$ cat src/rtl/seg7_scan_ctrl.sv
// Time-multiplexed N-digit 7-segment driver: refresh timer, digit scan,
// hex decode, anti-ghost blanking, leading-zero blanking and frame-synced load.
module seg7_scan_ctrl #(
  parameter int DIGITS = 4,
  parameter int DIV    = 50000,
  parameter int BLANK  = 16,
  parameter int HEX    = 1
) (
  input  logic                  clk_i,
  input  logic                  rst_i,
  input  logic [4*DIGITS-1:0]   in_num_i,
  input  logic [DIGITS-1:0]     dp_en_i,
  input  logic                  load_i,
  input  logic [DIGITS-1:0]     digit_en_i,
  input  logic                  lz_blank_i,
  output logic [7:0]            out_led_o,
  output logic [DIGITS-1:0]     arrange_o,
  output logic                  frame_done_o
);

  localparam int CW = (DIV > 1) ? $clog2(DIV) : 1;
  localparam int IW = (DIGITS > 1) ? $clog2(DIGITS) : 1;
  localparam logic [CW-1:0] CNT_LAST = CW'(DIV - 1);
  localparam logic [IW-1:0] IDX_LAST = IW'(DIGITS - 1);

  logic [CW-1:0]          cnt_q, cnt_d;
  logic [IW-1:0]          idx_q, idx_d;
  logic [4*DIGITS-1:0]    disp_num_q, disp_num_d;
  logic [DIGITS-1:0]      disp_dp_q, disp_dp_d;
  logic [4*DIGITS-1:0]    pend_num_q, pend_num_d;
  logic [DIGITS-1:0]      pend_dp_q, pend_dp_d;
  logic                   pend_valid_q, pend_valid_d;
  logic [7:0]             out_led_q, out_led_d;
  logic [DIGITS-1:0]      arrange_q, arrange_d;
  logic                   frame_done_q, frame_done_d;

  logic                   slot_end, boundary, active;
  logic [3:0]             cur_nib;
  logic                   cur_dp, cur_en, cur_lz;
  logic [DIGITS-1:0]      lz_vec;

  function automatic logic [6:0] decode(input logic [3:0] n);
    logic [6:0] seg;
    case (n)
      4'h0: seg = 7'b0000001;
      4'h1: seg = 7'b1001111;
      4'h2: seg = 7'b0010010;
      4'h3: seg = 7'b0000110;
      4'h4: seg = 7'b1001100;
      4'h5: seg = 7'b0100100;
      4'h6: seg = 7'b0100000;
      4'h7: seg = 7'b0001111;
      4'h8: seg = 7'b0000000;
      4'h9: seg = 7'b0000100;
      4'hA: seg = (HEX != 0) ? 7'b0001000 : 7'b1111111;
      4'hB: seg = (HEX != 0) ? 7'b1100000 : 7'b1111111;
      4'hC: seg = (HEX != 0) ? 7'b0110001 : 7'b1111111;
      4'hD: seg = (HEX != 0) ? 7'b1000010 : 7'b1111111;
      4'hE: seg = (HEX != 0) ? 7'b0110000 : 7'b1111111;
      default: seg = (HEX != 0) ? 7'b0111000 : 7'b1111111;
    endcase
    return seg;
  endfunction

  // A digit is a leading zero when it and every digit above it are zero; digit 0 never is.
  always_comb begin
    logic all_zero;
    lz_vec   = '0;
    all_zero = 1'b1;
    for (int i = DIGITS - 1; i >= 1; i--) begin
      all_zero  = all_zero && (disp_num_q[i*4 +: 4] == 4'h0);
      lz_vec[i] = all_zero;
    end
  end

  always_comb begin
    cur_nib = 4'h0;
    cur_dp  = 1'b0;
    cur_en  = 1'b0;
    cur_lz  = 1'b0;
    for (int i = 0; i < DIGITS; i++) begin
      if (idx_q == IW'(i)) begin
        cur_nib = disp_num_q[i*4 +: 4];
        cur_dp  = disp_dp_q[i];
        cur_en  = digit_en_i[i];
        cur_lz  = lz_vec[i];
      end
    end
  end

  always_comb begin
    slot_end     = (cnt_q == CNT_LAST);
    boundary     = slot_end && (idx_q == IDX_LAST);
    cnt_d        = slot_end ? '0 : cnt_q + CW'(1);
    idx_d        = idx_q;
    if (slot_end)
      idx_d = (idx_q == IDX_LAST) ? '0 : idx_q + IW'(1);

    disp_num_d   = disp_num_q;
    disp_dp_d    = disp_dp_q;
    pend_num_d   = pend_num_q;
    pend_dp_d    = pend_dp_q;
    pend_valid_d = pend_valid_q;
    // A load landing on the boundary edge itself goes straight to the display.
    if (boundary) begin
      pend_valid_d = 1'b0;
      if (load_i) begin
        disp_num_d = in_num_i;
        disp_dp_d  = dp_en_i;
      end else if (pend_valid_q) begin
        disp_num_d = pend_num_q;
        disp_dp_d  = pend_dp_q;
      end
    end else if (load_i) begin
      pend_num_d   = in_num_i;
      pend_dp_d    = dp_en_i;
      pend_valid_d = 1'b1;
    end

    active       = (int'(cnt_q) >= BLANK) && cur_en;
    out_led_d    = 8'hFF;
    arrange_d    = '1;
    if (active) begin
      out_led_d = {((lz_blank_i && cur_lz) ? 7'h7F : decode(cur_nib)), ~cur_dp};
      for (int i = 0; i < DIGITS; i++)
        arrange_d[i] = (idx_q != IW'(i));
    end
    frame_done_d = boundary;
  end

  always_ff @(posedge clk_i or posedge rst_i) begin
    if (rst_i) begin
      cnt_q        <= '0;
      idx_q        <= '0;
      disp_num_q   <= '0;
      disp_dp_q    <= '0;
      pend_num_q   <= '0;
      pend_dp_q    <= '0;
      pend_valid_q <= 1'b0;
      out_led_q    <= 8'hFF;
      arrange_q    <= '1;
      frame_done_q <= 1'b0;
    end else begin
      cnt_q        <= cnt_d;
      idx_q        <= idx_d;
      disp_num_q   <= disp_num_d;
      disp_dp_q    <= disp_dp_d;
      pend_num_q   <= pend_num_d;
      pend_dp_q    <= pend_dp_d;
      pend_valid_q <= pend_valid_d;
      out_led_q    <= out_led_d;
      arrange_q    <= arrange_d;
      frame_done_q <= frame_done_d;
    end
  end

  assign out_led_o    = out_led_q;
  assign arrange_o    = arrange_q;
  assign frame_done_o = frame_done_q;

endmodule

$ cat config.mk
export PLATFORM = sky130hd
export DESIGN_NAME = seg7_scan_ctrl
export DESIGN_NICKNAME = d
export VERILOG_FILES = /design/src/rtl/seg7_scan_ctrl.sv
export SDC_FILE = /design/constraint.sdc
export NUM_CORES = 1
export LEC_CHECK = 0
export ABC_AREA = 1
export ABC_CLOCK_PERIOD_IN_PS = 2000
export CAP_MARGIN = 20
export CORE_MARGIN = 3
export CORE_UTILIZATION = 51
export DETAILED_ROUTE_END_ITERATION = 10
export GPL_TIMING_DRIVEN = 0
export PLACE_DENSITY = 0.74
export SYNTH_ARGS = -nofsm -noshare
export SYNTH_HDL_FRONTEND = slang
export SYNTH_SLANG_ARGS = --single-unit
$ cat constraint.sdc
create_clock -name clk_i -period 2 [get_ports clk_i]
set_clock_uncertainty 0.1 [all_clocks]
set_input_delay 0.2 -clock clk_i [delete_from_list [all_inputs] [get_ports clk_i]]
set_output_delay 0.2 -clock clk_i [all_outputs]
set_load 0.005 [all_outputs]
==> flow_summary.toml <==
[logic_synthesis]
netlist.area_leader.share_pct = 39.3
syn_area_mm2 = 0.00382
ys_seq_area_share_pct = 47.5
ys_types = 36
synth_top_area_cell = "dfrtp_1"
syn_avg_cell_area_um2 = 8.14
yosysWarnings = 0
ys_top_cells_by_count = "nand2_1, dfrtp_1, nand3_1, inv_1, nor2_1"
synth_edf_count = 0
synth.most_common_cell = "nand2_1"
synthTopCellsByArea = "dfrtp_1, nand2_1, dfstp_2"
synthCells = 470
synth-main-ff-cell = "dfrtp_1"
synth_nets = 510
async_reset_ff_share_pct = 100
ys_ff_latch = 72

[global_route]
grt_pass1_vias = 3007
grt_pass1_wl_um = 14100
grt_overflow = 0
grt_max_degree = 43
grt_usage_pct = 20.4
antenna_found_initial = 0

[place]
gp_congestion = 0.869
io_buffers = 39
dpl-instance-area_mm2 = 0.00436
dp_hpwl_um = 5840
dp_slack_ns = -0.194

[run]
drv_cap = 0

[clock_network]
clk_pin_slew_worst_paths_ns = 0.08
cts_root_buf = "clkbuf_8"
clock_sinks = 72
numCtsBuffers = 9
htree_num_levels = 3
cts_buffer_depth = 2
cts_tree = "yes"
insertion_delay_ns = 0.34

[layout]
fin_util_pct = 68.4
seq_area_mm2 = 0.00182
nFillCells = 570
stdcell_area_mm2 = 0.00480
syn_to_final_growth_pct = 25.5
multiInputGateArea_mm2 = 0.00189
drive_gt1_share_pct = 20.5
nets = 567
antenna-diode-count = 0

[die]
initial_core_util_pct = 54.5
pin_count = 41
core_area_mm2 = 0.00702
die-area_mm2 = 0.00857
die_x_um = 92.6
die_h_um = 92.6
fp-row-count = 30

[sta]
setup_violations = 0
whs_ns = 0.204
tightest_slew_ns = 0.680
drv_slew = 0
rsz0062_at_grt = "true"
finalWorstSetupSlack_ns = 0.00244
slew_headroom_pct = 54.5
finalHoldViolCount = 0
fmax_mhz = 501
finalCriticalPeriod_ns = 2.00
fin_crit_sh_pct = 99.9

[route]
first_pass_iters = 5
drc = 0
detail-route-antenna-nets = 0
post_drt_wl_per_cell_um = 14.0
drt_iter0_drc = 212
vias_per_cell = 5.26
finalWirelength_um = 8770
num_vias = 3297

[critical_path]
r2r_cells = 11
cp_max_fo = 9
crit_required_ns = 2.15
timing.reg2reg.setup_slack_ns = 0.002
critPathLaunchType = "flip-flop"
timing.rr.start = "idx_q[0]$_DFFE_PP0N_"
end_kind = "flip-flop"
crit_type = "flip-flop to flip-flop"
rr_endpoint = "out_led_o[4]$_DFF_PP1_"
worstPathArrival_ns = 2.15

[outcome]
outcome = "complete, no violations"

[power]
power_leakage_uw = 0.00233
worst_ir_drop_vdd_v = 0.000425
power.density_mw_per_mm2 = 661

[hold_path]
holdCritPathClass = "input pin to async pin"
## stage by stage
stage / setup TNS (ns) / cells / total power (uW)
after floorplan: 0 / 470 / 1760
after global placement: -0.657 / 605 / 1880
after detailed placement: -0.980 / 606 / 1890
after CTS: 0 / 623 / 3180
after global routing: -0.529 / 627 / 3300
final: 0 / 627 / 3170
## power by group
group	switching, uW	internal (uW)	total, uW	leakage (uW)
Combinational	163	161	324	0.00133
Sequential	32.7	1530	1560	0.000884
Clock	525	763	1290	0.000112
## registers in the layout, indices dropped and copies added (netlist names)
| register | count |
|---|---|
| pend_dp_q | 4 |
| out_led_o | 8 |
| pend_num_q | 16 |
| cnt_q | 16 |
| pend_valid_q | 1 |
| arrange_o | 4 |
| disp_dp_q | 4 |
| frame_done_o | 1 |
| idx_q | 2 |
| disp_num_q | 16 |
## how the worst max path moves through the flow
stage	from	to	slack [ns]	cells past startpoint
after floorplan	idx_q[1]$_DFFE_PP0N_	out_led_o[4]$_DFF_PP1_	0.09	14
after global placement	idx_q[1]$_DFFE_PP0N_	out_led_o[7]$_DFF_PP1_	-0.14	12
after detailed placement	idx_q[1]$_DFFE_PP0N_	out_led_o[2]$_DFF_PP1_	-0.19	14
after CTS	idx_q[1]$_DFFE_PP0N_	out_led_o[4]$_DFF_PP1_	0.01	14
after global routing	idx_q[1]$_DFFE_PP0N_	out_led_o[7]$_DFF_PP1_	-0.12	14
final	idx_q[0]$_DFFE_PP0N_	out_led_o[4]$_DFF_PP1_	0.002	11
## final cells by class
type	count	share of cell area, %
multi-input combinational	336	39.4
sequential	72	37.9
timing repair buffer	46	9.49
inverter	46	3.86
clock buffer	12	3.23
tap	96	2.50
buffer	16	2.27
clock inverter	3	1.36
## metal layers
metal	GRT usage (%)	up-vias	part of all wire, %
met5	0	-	0
met4	7.55	0	2.1
met3	2.92	19	4.8
met2	31.7	99	46
met1	29.2	1555	47
li1	-	1624	-
## cell families (layout without fill, tap and decap cells)
group,count (synthesis),in the layout,share of synthesized area [%]
compound gates,33,33,4.55
xor+xnor,5,5,1.15
fa+ha+maj,12,12,3.93
buf+inv,62,123,6.90
flops,72,72,47.5
mux,20,20,5.89
simple gates,266,266,30.1
## worst max-delay path, stage by stage, from the launching register on
cell and delay [ns]:
dfrtp_1 0.43, inv_2 0.09, ha_2 0.19, buf_6 0.14
a21oi_2 0.28, nand2_4 0.09, nand2_4 0.09, ha_1 0.23
nand3_1 0.09, nand2_1 0.06, nand2_1 0.05, nand3_1 0.07
## placed cells by master, fill, tap and decap left out, types with 6 or more instances in the layout
cell and count:
inv_1 36, mux2_2 20, dfstp_2 12, nand3_1 54, clkdlybuf4s50_1 39, nand2_1 149
dfrtp_1 60, o21ai_0 11, buf_2 6, nand2_2 6, a21oi_1 9, buf_4 9
nor2_1 27, clkbuf_8 11, nor3_1 7
## repair_timing
item / 4_1_cts / 5_1_grt
setup endpoints to repair: 7 / 35
gates resized for setup: 18 / 38
hold buffers: 0 / 0
pin swaps: 1 / 9
setup buffers: 2 / 4
(Power assumes the default switching activity.)
==> edit 1: new RTL, same flow settings <==
The output `out_led_o` loses its register stage (`out_led_q` becomes a continuous assignment).
--- a/src/rtl/seg7_scan_ctrl.sv
+++ b/src/rtl/seg7_scan_ctrl.sv
@@ -138,5 +138,4 @@
       pend_dp_q    <= '0;
       pend_valid_q <= 1'b0;
-      out_led_q    <= 8'hFF;
       arrange_q    <= '1;
       frame_done_q <= 1'b0;
@@ -149,9 +148,10 @@
       pend_dp_q    <= pend_dp_d;
       pend_valid_q <= pend_valid_d;
-      out_led_q    <= out_led_d;
       arrange_q    <= arrange_d;
       frame_done_q <= frame_done_d;
     end
   end
+
+  assign out_led_q = out_led_d;
 
   assign out_led_o    = out_led_q;
Function: no difference found for any inputs over 10 cycles, from zero or initial values and one cycle with rst_i high; that may be too few to reach the edited logic, so the function may still have changed.
==> edit 1 against the unedited design <==
The run now ends with negative setup slack left. Routed wire length increased by 3.4%. Worst setup slack lost 0.66 ns. Worst hold slack lost 0.083 ns. Cell count grew 0.64%. Critical path depth up 2. Final area up 0.83%. Non-clock buffer count rose by 16. Sequential cell count fell by 8. Area after synthesis decreased by 5.6%. Power decreased by 11%. Core utilization increased by 2.5 points.
==> edit 1: results (changes against the unedited design) <==
| Metric | Value |
|---|---|
| PostCTS Resize Cnt | 96 (+78) |
| Vias in the first global route | 3234 (+7.5%) |
| Placed Cells incl. Taps | 593 (-2.1%) |
| Avg Inst Size Synth | 7.90 sq um (-2.9%) |
| Reg2reg path depth | 12 (+1) |
| Clock-pin transition on the worst setup and hold timing paths | approximately 0.070 ns |
| Mux share of post-synthesis cell area | 0.0624 (+0.00351) |
| Hold_ws | 0.121 ns (-0.0831 ns) |
| Post-Syn Nets | 497 (-2.5%) |
| Critical Path Slowest Stage Cell | dfrtp_1 |
| CP Launch Type | flop |
| Fin nets | 571 (+0.71%) |
| Ys Warns | 0 (unchanged) |
| Detailed-placement wirelength estimate | 5850 um (+0.18%) |
| GPL Wtd Cong | 0.879 (+1.2%) |
| Root Driver | clkbuf_8 |
| Largest net degree at the start of global routing | 42 (-2.3%) |
| Synth Flop Type | dfrtp_1 |
| Final wirelength | 9070 um (+3.4%) |
| Comb power | 0.357 mW (+10%) |
| Wire length per cell | 14.4 um (+2.8%) |
| Peak VDD IR | 0.430 mV (+1.1%) |
| Status | finished with violations |
| Logic pwr share | 0.127 (+0.025) |
| H-tree depth | 3 (unchanged) |
| Sequential share of the synthesized area | 0.445 (-0.0299) |
| Worst relative slew slack | 0.644 (+0.0988) |
| Maximum fanout along the worst path | 9 (unchanged) |
| Layout cells sized above 1 | 0.277 (+0.0714) |
| Switch share | 0.247 (+0.0194) |
| Placed instance area | 4150 sq um (-4.9%) |
| Sum of negative setup slack | -4.63 ns (-4.63 ns) |
| Worst R2R Start | idx_q[1] |
| Setup slack after layout | -0.655 ns (-0.657 ns) |
| Xor and xnor area share after synthesis | 0.0291 (+0.0177) |
| Top post-synthesis cells by count | 156 x nand2_1, 60 x dfrtp_1, 60 x nand3_1, 37 x inv_1, 33 x nor2_1 |
| First-pass GRT wire length | 14900 um (+5.9%) |
| Cell variety after synth | 32 (-11%) |
| Sequential power | 1.38 mW (-12%) |
| P_leak | 2.33 nW (-0.14%) |
| Via/cell ratio | 5.23 (-0.48%) |
| IO Port Bufs | 39 (unchanged) |
| Top delay family on crit path | buffers and inverters |
| Violated checks | negative setup slack |
| Dpl ws | -0.728 ns (-0.534 ns) |
| R2R Setup Slk | 0.02 ns (+0.02 ns) |
| Postcts setup bufs | 20 (+18) |
| CTS Buffer Depth | 2 (unchanged) |
| Final non-filler cell area | 4840 sq um (+0.83%) |
| Total GRT Usage | 0.228 (+0.0232) |
| Area contributors post-synth | dfrtp_1 42%, nand2_1 16%, nand3_1 8.3% |
| DRT iter0 DRCs | 257 (+21%) |
| Setup-failing EPs final | 8 (+8) |
| Fillers | 535 (-6.1%) |
| Synth Area in Compound Gates | 0.0385 (-0.00700) |
| Max incr delay on CP | 0.44 ns |
| Adder-Cell Fraction of Synth Area | 0.0416 (+0.00234) |
edit 1: kinds of logic after synthesis:
family | Yosys count
flops | 64
buf+inv | 54
xor+xnor | 12
simple gates | 269
compound gates | 26
fa+ha+maj | 12
mux | 20
edit 1: final timing paths:
path | to
min in group clk_i | pend_dp_q[2]
hold / removal | pend_num_q[12]
setup reg to reg | arrange_o[3]
setup / recovery | out_led_o[6]
hold reg to reg | pend_num_q[8]
max in group asynchronous | arrange_o[0]
edit 1: layout make-up:
type | count | area share
buffer | 15 | 0.0202
clock buffer | 11 | 0.0292
clock inverter | 4 | 0.00931
inverter | 39 | 0.0328
multi-input combinational | 339 | 0.431
sequential | 64 | 0.333
tap | 96 | 0.0248
timing repair buffer | 63 | 0.120
edit 1: metal layers:
layer  up-vias  track usage  wire length [um]
met1      1588        0.313              4300
met4         0       0.0740               149
met3        11       0.0544               386
met5         -            0                 0
met2        86        0.356              4240
li1       1617            -                 -
==> edit 2: new RTL, config.mk and constraints unchanged <==
Without the edit above. Change the parameter `DIV` from 50000 to 200000.
--- a/src/rtl/seg7_scan_ctrl.sv
+++ b/src/rtl/seg7_scan_ctrl.sv
@@ -3,5 +3,5 @@
 module seg7_scan_ctrl #(
   parameter int DIGITS = 4,
-  parameter int DIV    = 50000,
+  parameter int DIV    = 200000,
   parameter int BLANK  = 16,
   parameter int HEX    = 1
Check against the original RTL: same outputs for any inputs over 10 cycles, from zero or initial values and one cycle with rst_i high; that may be too few to reach the edited logic, so the function may still have changed.
==> edit 2 against the unedited design <==
The flow now finishes with violations (negative setup slack). Via count up 1.6%. Global-route usage up 0.18 points. Worst setup slack worse by 0.011 ns. Final area up 8.2%. Power down 2.8%. Area after synthesis up 7.4%. Critical endpoint unchanged. Sequential cell count up 2. Routed wire length up 3.9%.
==> edit 2: results (changes against the unedited design) <==
| Metric | Value |
|---|---|
| Status | finished with violations |
| Violated checks | negative setup slack |
| First-pass GRT wire length | 14500 um (+3.1%) |
| DRT iter0 DRCs | 184 (-13%) |
| Hold Fails Final Rpt | 0 (unchanged) |
| Layout cells sized above 1 | 0.248 (+0.0424) |
| Met3 track demand over resource | 0.0555 (+0.0263) |
| Met1 Usage GRT | 0.279 (-0.0127) |
| Total GRT Usage | 0.206 (+0.00175) |
| Reg2reg path depth | 12 (+1) |
| Vias in the first global route | 3117 (+3.7%) |
| Hold_ws | 0.151 ns (-0.0534 ns) |
| Sequential share of the synthesized area | 0.455 (-0.0204) |
| Met2 global-route usage | 0.325 (+0.00820) |
| Max incr delay on CP | 0.41 ns (-0.02 ns) |
| Largest net degree at the start of global routing | 45 (+4.7%) |
| Detailed-placement wirelength estimate | 6230 um (+6.6%) |
| Worst R2R Start | idx_q[1] |
| Min-delay worst type | in -> reg |
| CTS Buffer Depth | 2 (unchanged) |
| Maximum fanout along the worst path | 8 (-1) |
| Clk_lat worst skew | 0.36 ns (+0.02 ns) |
| Final wirelength | 9110 um (+3.9%) |
| Fin nets | 580 (+2.3%) |
| Post-Syn Nets | 519 (+1.8%) |
| Peak VDD IR | 0.434 mV (+2.2%) |
| Area contributors post-synth | dfrtp_1 38%, nand2_1 13%, dfstp_2 7.7% |
| P_leak | 2.50 nW (+7.1%) |
| Top post-synthesis cells by count | 141 x nand2_1, 62 x dfrtp_1, 54 x nand3_1, 38 x inv_1, 36 x nor2_1 |
| Sum of negative setup slack | -0.00975 ns (-0.00975 ns) |
| Top flop regs | cnt_q (18), disp_num_q (16), pend_num_q (16) |
| M1 wire length | 4230 um (+3.0%) |
| Setup slack after layout | -0.00895 ns (-0.0114 ns) |
| Worst relative slew slack | 0.526 (-0.0198) |
| Met3 wire length | 403 um (-4.3%) |
| Setup-failing EPs final | 2 (+2) |
| Via/cell ratio | 5.18 (-1.5%) |
| GPL Wtd Cong | 0.896 (+3.2%) |
| Met2 wire len | 4270 um (+5.3%) |
| Cell variety after synth | 39 (+8.3%) |
-- edit 2: cell count changes in the layout (fill, tap and decap cells not counted), sizes merged, moves of 2 or more --
cell / before / now
dfrtp: 60 / 62
xor2: 5 / 8
clkbuf: 13 / 10
nor3b: 2 / 0
inv: 43 / 40
buf: 22 / 25
nor2: 30 / 39
mux2: 20 / 0
xnor2: 0 / 3
o21ai: 15 / 26
nand2: 158 / 147
nand3: 61 / 57
clkinvlp: 1 / 4
mux2i: 0 / 20
-- edit 2: area by class of cell --
cell class / count / area, sq um
fillers: 607 / 2580
multi-input cells: 347 / 2130
flip-flops and latches: 74 / 1870
repair buffers: 51 / 505
inverters: 42 / 180
plain buffers: 15 / 161
well taps: 102 / 128
clock buffers: 9 / 124
clock inverters: 7 / 93.8
-- edit 2: power by group --
part | internal, mW | leakage (nW) | switching, mW
sequential | 1.54 | 0.935 | 0.0193
combinational | 0.118 | 1.46 | 0.127
clock | 0.699 | 0.105 | 0.577
-- edit 2: cell families after synthesis --
group | Yosys count | share of synthesized area
AO/OA/AOI/OAI | 44 | 0.0747
XOR/XNOR | 11 | 0.0235
adder cells (fa/ha/maj) | 12 | 0.0366
buffers and inverters | 58 | 0.0799
flip-flops | 74 | 0.455
multiplexers | 20 | 0.0488
AND/OR/NAND/NOR | 260 | 0.282
-- edit 2: metrics by stage --
stage / area, sq um / cells / power (mW)
after floorplan: 4110 / 479 / 1.72
after CTS: 4950 / 641 / 3.11
final: 5190 / 647 / 3.08
after global placement: 4630 / 620 / 1.83
after global routing: 5190 / 647 / 3.22
after detailed placement: 4650 / 621 / 1.84
-- edit 2: what timing repair did --
item / 4_1_cts / 5_1_grt
setup endpoints to repair: 7 / 15
resized for setup: 16 / 45
pin swaps: 0 / 18
buffers inserted: 4 / 7
